**src/rtl/softmax_pkg.sv**
```systemverilog
// Shared types and constants for the softmax row-read burst scheduler.
package softmax_pkg;

  typedef enum logic [2:0] {
    S_IDLE,
    S_CALC,
    S_ISSUE,
    S_WAIT,
    S_NEXT
  } sched_state_e;

  localparam int BEAT_BYTES = 16;
  localparam int BEAT_SHIFT = $clog2(BEAT_BYTES);

  // Burst size ladder in beats, largest first.
  localparam int BURST_L = 32;
  localparam int BURST_M = 16;
  localparam int BURST_S = 8;

endpackage

```
**src/rtl/sig_delay.sv**
```systemverilog
// Fixed D-cycle delay line for a W-bit signal, cleared by async reset.
module sig_delay #(
  parameter int D = 1,
  parameter int W = 1
) (
  input  logic         clk,
  input  logic         rst,
  input  logic [W-1:0] d_i,
  output logic [W-1:0] q_o
);

  logic [W-1:0] pipe_q [D];

  // NOTE: a delay line is control state, not storage; every stage is reset
  // so the first edge seen after reset is measured against a known 0.
  always_ff @(posedge clk or posedge rst) begin
    if (rst) begin
      for (int i = 0; i < D; i++) pipe_q[i] <= '0;
    end else begin
      pipe_q[0] <= d_i;
      for (int i = 1; i < D; i++) pipe_q[i] <= pipe_q[i-1];
    end
  end

  assign q_o = pipe_q[D-1];

endmodule

```
**src/rtl/softmax_rd_sched.sv**
```systemverilog
// Row/burst read scheduler: splits each row into 32/16/8/tail-beat bursts.
// Optional wait-cycle counter enabled by defining SOFTMAX_RD_SCHED_PERF_EN.
module softmax_rd_sched
  import softmax_pkg::*;
#(
  parameter int XAW = 32,
  parameter int LW  = 16,
  parameter int CW  = 12
) (
  input  logic           clk,
  input  logic           rst,
  input  logic           cfg_start,
  input  logic [XAW-1:0] cfg_base,
  input  logic [LW-1:0]  cfg_beats,
  input  logic [CW-1:0]  cfg_rows,
  input  logic [XAW-1:0] cfg_stride,
  output logic [XAW-1:0] rmst_read_base,
  output logic [XAW-1:0] rmst_read_length,
  output logic           rmst_go,
  input  logic           rmst_done,
  output logic           row_done,
  output logic           all_done,
  output logic           busy
`ifdef SOFTMAX_RD_SCHED_PERF_EN
  ,
  output logic [31:0]    perf_wait_cycles
`endif
);

  sched_state_e   state_q, state_d;
  logic [LW-1:0]  beats_q, beats_d;
  logic [XAW-1:0] stride_q, stride_d;
  logic [CW-1:0]  rows_left_q, rows_left_d;
  logic [XAW-1:0] row_base_q, row_base_d;
  logic [XAW-1:0] burst_base_q, burst_base_d;
  logic [LW-1:0]  rem_q, rem_d;
  logic [LW-1:0]  burst_q, burst_d;
  logic [XAW-1:0] rd_base_q, rd_base_d;
  logic [XAW-1:0] rd_len_q, rd_len_d;

  logic           done_dly;
  logic           done_edge;
  logic [LW-1:0]  burst_sel;
  logic [LW-1:0]  rem_after;
  logic           job_empty;

  sig_delay #(.D(1), .W(1)) u_done_dly (
    .clk (clk),
    .rst (rst),
    .d_i (rmst_done),
    .q_o (done_dly)
  );

  assign done_edge = rmst_done & ~done_dly;
  assign rem_after = rem_q - burst_q;
  assign job_empty = (rows_left_q == '0) || (beats_q == '0);

  always_comb begin
    if      (rem_q >= LW'(BURST_L)) burst_sel = LW'(BURST_L);
    else if (rem_q >= LW'(BURST_M)) burst_sel = LW'(BURST_M);
    else if (rem_q >= LW'(BURST_S)) burst_sel = LW'(BURST_S);
    else                            burst_sel = rem_q;
  end

  // NOTE: every signal assigned here gets a default first, so no path through
  // the case statement can leave one unassigned and infer a latch.
  always_comb begin
    state_d      = state_q;
    beats_d      = beats_q;
    stride_d     = stride_q;
    rows_left_d  = rows_left_q;
    row_base_d   = row_base_q;
    burst_base_d = burst_base_q;
    rem_d        = rem_q;
    burst_d      = burst_q;
    rd_base_d    = rd_base_q;
    rd_len_d     = rd_len_q;
    rmst_go      = 1'b0;
    row_done     = 1'b0;
    all_done     = 1'b0;

    unique case (state_q)
      S_IDLE: begin
        if (cfg_start) begin
          beats_d      = cfg_beats;
          stride_d     = cfg_stride;
          rows_left_d  = cfg_rows;
          row_base_d   = cfg_base;
          burst_base_d = cfg_base;
          rem_d        = cfg_beats;
          state_d      = S_CALC;
        end
      end
      S_CALC: begin
        if (job_empty) begin
          all_done = 1'b1;
          state_d  = S_IDLE;
        end else begin
          burst_d   = burst_sel;
          rd_base_d = burst_base_q;
          rd_len_d  = XAW'(burst_sel) << BEAT_SHIFT;
          state_d   = S_ISSUE;
        end
      end
      S_ISSUE: begin
        rmst_go = 1'b1;
        state_d = S_WAIT;
      end
      S_WAIT: begin
        // Edges outside WAIT fall through the other arms and are dropped.
        if (done_edge) begin
          burst_base_d = burst_base_q + rd_len_q;
          rem_d        = rem_after;
          state_d      = (rem_after == '0) ? S_NEXT : S_CALC;
        end
      end
      S_NEXT: begin
        row_done     = 1'b1;
        row_base_d   = row_base_q + stride_q;
        burst_base_d = row_base_q + stride_q;
        rem_d        = beats_q;
        rows_left_d  = rows_left_q - CW'(1);
        if (rows_left_q == CW'(1)) begin
          all_done = 1'b1;
          state_d  = S_IDLE;
        end else begin
          state_d = S_CALC;
        end
      end
      default: state_d = S_IDLE;
    endcase
  end

  // NOTE: state registers use non-blocking assignments so every flop samples
  // the pre-edge values regardless of statement order.
  always_ff @(posedge clk or posedge rst) begin
    if (rst) begin
      state_q      <= S_IDLE;
      beats_q      <= '0;
      stride_q     <= '0;
      rows_left_q  <= '0;
      row_base_q   <= '0;
      burst_base_q <= '0;
      rem_q        <= '0;
      burst_q      <= '0;
      rd_base_q    <= '0;
      rd_len_q     <= '0;
    end else begin
      state_q      <= state_d;
      beats_q      <= beats_d;
      stride_q     <= stride_d;
      rows_left_q  <= rows_left_d;
      row_base_q   <= row_base_d;
      burst_base_q <= burst_base_d;
      rem_q        <= rem_d;
      burst_q      <= burst_d;
      rd_base_q    <= rd_base_d;
      rd_len_q     <= rd_len_d;
    end
  end

  assign busy             = (state_q != S_IDLE);
  assign rmst_read_base   = rd_base_q;
  assign rmst_read_length = rd_len_q;

`ifdef SOFTMAX_RD_SCHED_PERF_EN
  logic [31:0] perf_q;

  always_ff @(posedge clk or posedge rst) begin
    if (rst) begin
      perf_q <= '0;
    end else if (state_q == S_IDLE && cfg_start) begin
      perf_q <= '0;
    end else if (state_q == S_WAIT && perf_q != '1) begin
      perf_q <= perf_q + 32'd1;
    end
  end

  assign perf_wait_cycles = perf_q;
`endif

endmodule

```
**config.mk**
```make
export PLATFORM = sky130hd
export DESIGN_NAME = softmax_rd_sched
export DESIGN_NICKNAME = d
export VERILOG_FILES = /design/src/rtl/softmax_pkg.sv /design/src/rtl/sig_delay.sv /design/src/rtl/softmax_rd_sched.sv
export SDC_FILE = /design/constraint.sdc
export NUM_CORES = 1
export LEC_CHECK = 0
export ABC_CLOCK_PERIOD_IN_PS = 18000
export CORE_ASPECT_RATIO = 0.5
export CORE_MARGIN = 3
export CORE_UTILIZATION = 35
export DETAILED_ROUTE_END_ITERATION = 8
export PLACE_DENSITY_LB_ADDON = 0.08
export SETUP_SLACK_MARGIN = 0.4
export SYNTH_ARGS = -nofsm -noshare
export SYNTH_HDL_FRONTEND = slang
export SYNTH_SLANG_ARGS = --single-unit
```
**constraint.sdc**
```tcl
create_clock -name clk -period 18 [get_ports clk]
set_input_delay 2.7 -clock clk [delete_from_list [all_inputs] [get_ports clk]]
set_output_delay 2.7 -clock clk [all_outputs]
set_load 0.1 [all_outputs]
```
* After elaboration in Yosys (flattened, before gate mapping) *
Cells that the tools add are included.

word-level totals
  register bits after elaboration = 192
  input port bits = 96
  word-level logic and storage cells = 63

cells by class
  $add $sub $neg = 4
  $lt $le $gt $ge = 3
  equal/unequal tests = 7
  mux-type cells = 23
  bitwise operators = 3
  reductions and logical operators = 13

operators by type and width
  kind                     number
  $pmux W32 S3             1
  $mux W16                 5
  $mux W32                 2
  $pmux W32 S2             1
  $pmux W16 S3             1
  $add A32 B20 Y32         1
  $add A32 B32 Y32         1
  $logic_not A16 Y1        2
  $pmux W12 S2             1
  $ge A16 B4 Y1 const B    1
  $ge A16 B5 Y1 const B    1
  $ge A16 B6 Y1 const B    1
  $sub A16 B16 Y16         1
  $pmux W3 S5              1
  $eq A12 B1 Y1 const B    1
  $logic_not A12 Y1        1
  $mux W12                 1
  $sub A12 B1 Y12 const B  1
  $mux W3                  3
  $reduce_and A2 Y1        4
  $eq A3 B2 Y1 const B     2
  $reduce_bool A3 Y1       2
  $mux W1                  5
  $ne A2 B2 Y1 const B     2
  10 further kinds         11

* Longest topological paths before layout *
  depth in word-level cells = 5
  gate-level depth with buffers = 13
  depth with buffers taken out = 13

* Hierarchy *
Synthesis repeated with hierarchy kept, for this count alone.

unflattened totals
  cells, all modules = 1,333
  area total of the unflattened synthesis = 11,567.3 µm²

modules (own cells, without submodules)
  module            times used  cells each  area each (µm²)  seq. area each (µm²)
  softmax_rd_sched  1           1,331       11,538.6         4,779.6
  sig_delay         1           2           28.8             25.0

* Worst setup path before layout *
OpenSTA, ideal clock, no wires.

  path kind = register -> output
  from = register rows_left_q[7]
  to = output all_done
  data arrival time = 2.813 ns
  data required time = 15.300 ns
  slack = 12.487 ns
  stages on the path, launching flop included = 9
  path buffers = 0
  path through = dfrtp_1 or3_1 or2_1 nor2_1 nand2_1 o21ai_1 nor3b_1 a31oi_1 nor2_1

between the ends
  cells in the longest elaborated chain, start to end = 4
  elaborated cells on any way between the ends = 6
  those cells by class = 1 x eq/ne; 3 x mux; 2 x reduce/logical

ends and longest elaborated chain
  what                      line                     text
  start: declaration        softmax_rd_sched.sv:33   logic [CW-1:0] rows_left_q, rows_left_d;
  start signal: assignment  softmax_rd_sched.sv:152  rows_left_q <= rows_left_d;
  $logic_not A12 Y1         softmax_rd_sched.sv:56   assign job_empty = (rows_left_q == '0) || (beats_q == '0);
  $logic_or A1 B1 Y1        softmax_rd_sched.sv:56
  $mux W1                   softmax_rd_sched.sv:95   if (job_empty) begin
  $pmux W1 S2 (*)           softmax_rd_sched.sv:82   unique case (state_q)
  end: declaration          softmax_rd_sched.sv:22   output logic all_done,

Every way passes the cells marked *; elsewhere a longest branch is shown, timed or not.

* Final worst setup path *
Same ends and word-level chain as after synthesis.

==> impl_metrics.ini <==
[placement]
number_of_i_o_port_buffers = 147
post-dp-hpwl_mm = 27.4
gp_congestion = 0.856
placement.setup.worst_slack_ns = 12.29

[clocking]
clock_tree_from_tritoncts = built
cts_num_sinks = 192
clkTransAtPathRegs_ns = 0.07
cts_hold_buf = 0
h-tree-depth = 4
cts_inserted_buffers = 17
cts-root-to-sink-buffers = 2
postCtsSetupRepairBufs = 0
insertion_delay_ns = 0.46
cts-resized-gates = 0
clk_root_buffer_cell = sky130_fd_sc_hd__clkbuf_16

[final_layout]
final_nets = 1601
antenna_cells = 0
area.growth.synth_to_final_pct = 20.9
layout-drive-gt1-share = 0.0441
number_of_fill_cells = 3132

[setup_path]
crit_path_start_kind = register
path_class = reg -> out
crit_required_ns = 15.30
r2r_setup_slack_ns = 14.28
cp-end-kind = output pin
r2r.worst_path.cells = 12
timing.critical_path.arrival_ns = 3.50
biggest_fanout_along_the_worst_timing_path = 5
r2r_end = state_q[2]$_DFFE_PP0P_
critical_path.reg2reg.startpoint = rmst_read_length[4]$_DFFE_PP0P_

[detailed_routing]
wire_per_inst_microns = 19.6
ant_nets_after_route = 0
dr_total_vias = 10179
drt-initial-drc-count = 1098
remaining_drc_errors = 0
drt_pre_antenna_iters = 5
totalWireLength_mm = 37.0
detail_route.vias_per_cell = 5.41

[yosys]
proportion_of_register_bits_with_asynchronous_set_or_reset_after_synthesis = 1.00
seq_area_frac_synth = 0.417
yosys_warnings = 0
postSynthCellCount = 1322
synth_edf_count = 0
synth_area_sq_mm = 0.0115
postSynthRegisterBits = 192
yosys_most_used_dff = sky130_fd_sc_hd__dfrtp_1
synth.avg_cell_area_sq_um = 8.72
count_of_cell_types_in_the_netlist = 76

[run_status]
run_status = completed

[power_and_ir_drop]
power_leakage_uw = 0.00613
power_switching_share = 0.495
power_report.internal_total_uw = 1380
seq_power_share = 0.286
netSwitchingPower_uw = 1350
peakVddDrop_uv = 75.3
power_frac_comb = 0.575
power.density_cell_area_mw_per_mm2 = 196
p_clk_frac = 0.140

[sta]
timing.final.setup_violations = 0
clock_period_minus_final_worst_setup_slack_ns = 6.20
grt_setup_unrepaired = false
fmax_mhz = 161
hold_viol_final = 0
finalSetupTns_ns = 0
final_critical_path_setup_slack_ns = 11.80
maxSlewHeadroom = 0.299
worst_clock_skew_ns = 0.0134
slew_at_the_pin_closest_to_its_max_slew_limit_ns = 1.04
final.period_utilization = 0.345
drv_slew = 0

[global_routing]
grt_pass1_wl_mm = 57.1
via_count_of_the_first_global_routing_pass = 9622
grt_start_max_net_pins = 129
initial_antenna_violation_count = 0
globalRouteTotalUtil = 0.209
global_route.overflow_total = 0

[min_path]
worstHoldEndpoint = rmst_read_base[8]$_DFFE_PP0P_
timing.hold.worst_path_depth = 1
hp-class = reg -> reg
hold_path_startpoint = rmst_read_base[8]$_DFFE_PP0P_

[die]
core_region_area_sq_mm = 0.0321
die_width_microns = 263
floorplan.die_area_sq_mm = 0.0353
initial_cell_density_of_the_core = 0.360
num_io_pins = 164
placementRows = 46
chipHeight_microns = 134

[run]
cap_violations = 0
-- how the worst max path moves through the flow --
stage	slack (ns)	startpoint	cells after the start	end
detailed placement	12.29	rows_left_q[7]$_DFFE_PP0P_	8	all_done
global route	11.66	rows_left_q[7]$_DFFE_PP0P_	8	all_done
global placement	12.36	rows_left_q[7]$_DFFE_PP0P_	9	all_done
finish	11.80	rows_left_q[7]$_DFFE_PP0P_	8	all_done
CTS	11.78	rows_left_q[7]$_DFFE_PP0P_	8	all_done
floorplan	10.07	rst	1	beats_q[0]$_DFFE_PP0P_
-- cell usage after synthesis (all sizes together), types with 5 or more instances --
library cell | instances | area share
nand2 | 264 | 0.086
dfrtp | 192 | 0.42
nor2 | 108 | 0.035
a21oi | 91 | 0.040
o21ai | 74 | 0.032
ha | 64 | 0.069
clkbuf | 53 | 0.017
a31oi | 45 | 0.024
inv | 38 | 0.012
a21o | 34 | 0.022
mux2 | 32 | 0.031
xnor2 | 29 | 0.022
buf | 24 | 0.014
o21a | 24 | 0.016
nand3 | 22 | 0.0096
a22oi | 19 | 0.013
xor2 | 18 | 0.014
nor3 | 15 | 0.0065
o211ai | 15 | 0.0098
nand4 | 13 | 0.0071
nor4 | 12 | 0.0065
a211oi | 11 | 0.0072
and3 | 10 | 0.0054
nand2b | 10 | 0.0054
a221oi | 8 | 0.0061
or3 | 8 | 0.0048
nor2b | 7 | 0.0038
o21bai | 6 | 0.0039
and2 | 5 | 0.0027
-- state kept, by name, indices dropped and copies added (netlist names) --
| register | flops |
|---|---|
| row_base_q | 32 |
| burst_base_q | 32 |
| state_q | 3 |
| rmst_read_length | 16 |
| stride_q | 32 |
| rmst_read_base | 32 |
| rem_q | 16 |
| rows_left_q | 12 |
| beats_q | 16 |
| u_done_dly.q_o | 1 |
-- cell families (layout without fill, tap and decap cells) --
| family | Yosys count | count (layout) | share of synthesized area |
|---|---|---|---|
| flops | 192 | 192 | 0.417 |
| buf+inv | 115 | 229 | 0.0433 |
| other cells | 1 | 16 | 0.000325 |
| xor+xnor | 47 | 47 | 0.0357 |
| simple gates | 492 | 492 | 0.186 |
| fa+ha+maj | 67 | 67 | 0.0747 |
| compound gates | 374 | 374 | 0.210 |
| mux | 34 | 34 | 0.0330 |
-- layout make-up --
| class | instances | area [sq um] | share of cell area |
|---|---|---|---|
| Multi-Input combinational cell | 1030 | 6310 | 0.453 |
| Sequential cell | 192 | 4800 | 0.345 |
| Clock buffer | 19 | 443 | 0.0318 |
| Tap cell | 432 | 541 | 0.0388 |
| Inverter | 38 | 150 | 0.0108 |
| Timing Repair Buffer | 159 | 1560 | 0.112 |
| Clock inverter | 13 | 131 | 0.00942 |
-- routing by layer --
metal	share of wire	routed length [microns]	up-vias	track usage
met1	0.50	18500	4952	0.314
met2	0.42	15600	282	0.305
li1	-	-	4914	-
met3	0.062	2310	31	0.0466
met5	0	0	-	0
met4	0.015	538	0	0.0452
-- worst max-delay path, stage by stage (launching register included) --
cell                              delay [ns]
sky130_fd_sc_hd__dfrtp_1                0.42
sky130_fd_sc_hd__or3_1                  0.44
sky130_fd_sc_hd__or2_1                  0.26
sky130_fd_sc_hd__nor2_1                 0.10
sky130_fd_sc_hd__nand2_1                0.08
sky130_fd_sc_hd__nor3b_1                0.38
sky130_fd_sc_hd__a31oi_1                0.13
sky130_fd_sc_hd__nor2_1                 0.10
sky130_fd_sc_hd__clkdlybuf4s50_1        1.14
-- cell usage in the layout (no fill, tap or decap), drive strengths merged, types with 32 or more instances in the layout --
cell           count
a31oi             45
o21ai             74
clkdlybuf4s50    147
mux2              32
a21oi             91
a21o              34
nor2             108
nand2            264
ha                64
inv               41
dfrtp            192
-- power by group through the flow --
stage,clock network (uW),logic [uW],registers (uW)
after detailed placement,0,1560,788
after global routing,411,1720,805
after global placement,0,1540,784
after floorplan,0,966,978
after CTS,392,1570,782
final,382,1570,782
-- metrics by stage --
| step | hold slack (ns) | total power [uW] | instances | utilization | cell area (sq um) |
|---|---|---|---|---|---|
| finish | 0.487 | 2740 | 1883 | 0.435 | 13900 |
| detailed placement | 0.474 | 2350 | 1851 | 0.417 | 13400 |
| floorplan | 0.443 | 1940 | 1337 | - | 11600 |
| CTS | 0.492 | 2740 | 1883 | 0.435 | 13900 |
| global route | 0.502 | 2940 | 1883 | 0.435 | 13900 |
| global placement | 0.470 | 2320 | 1851 | 0.417 | 13400 |
Power figures use the tool's default switching activity.
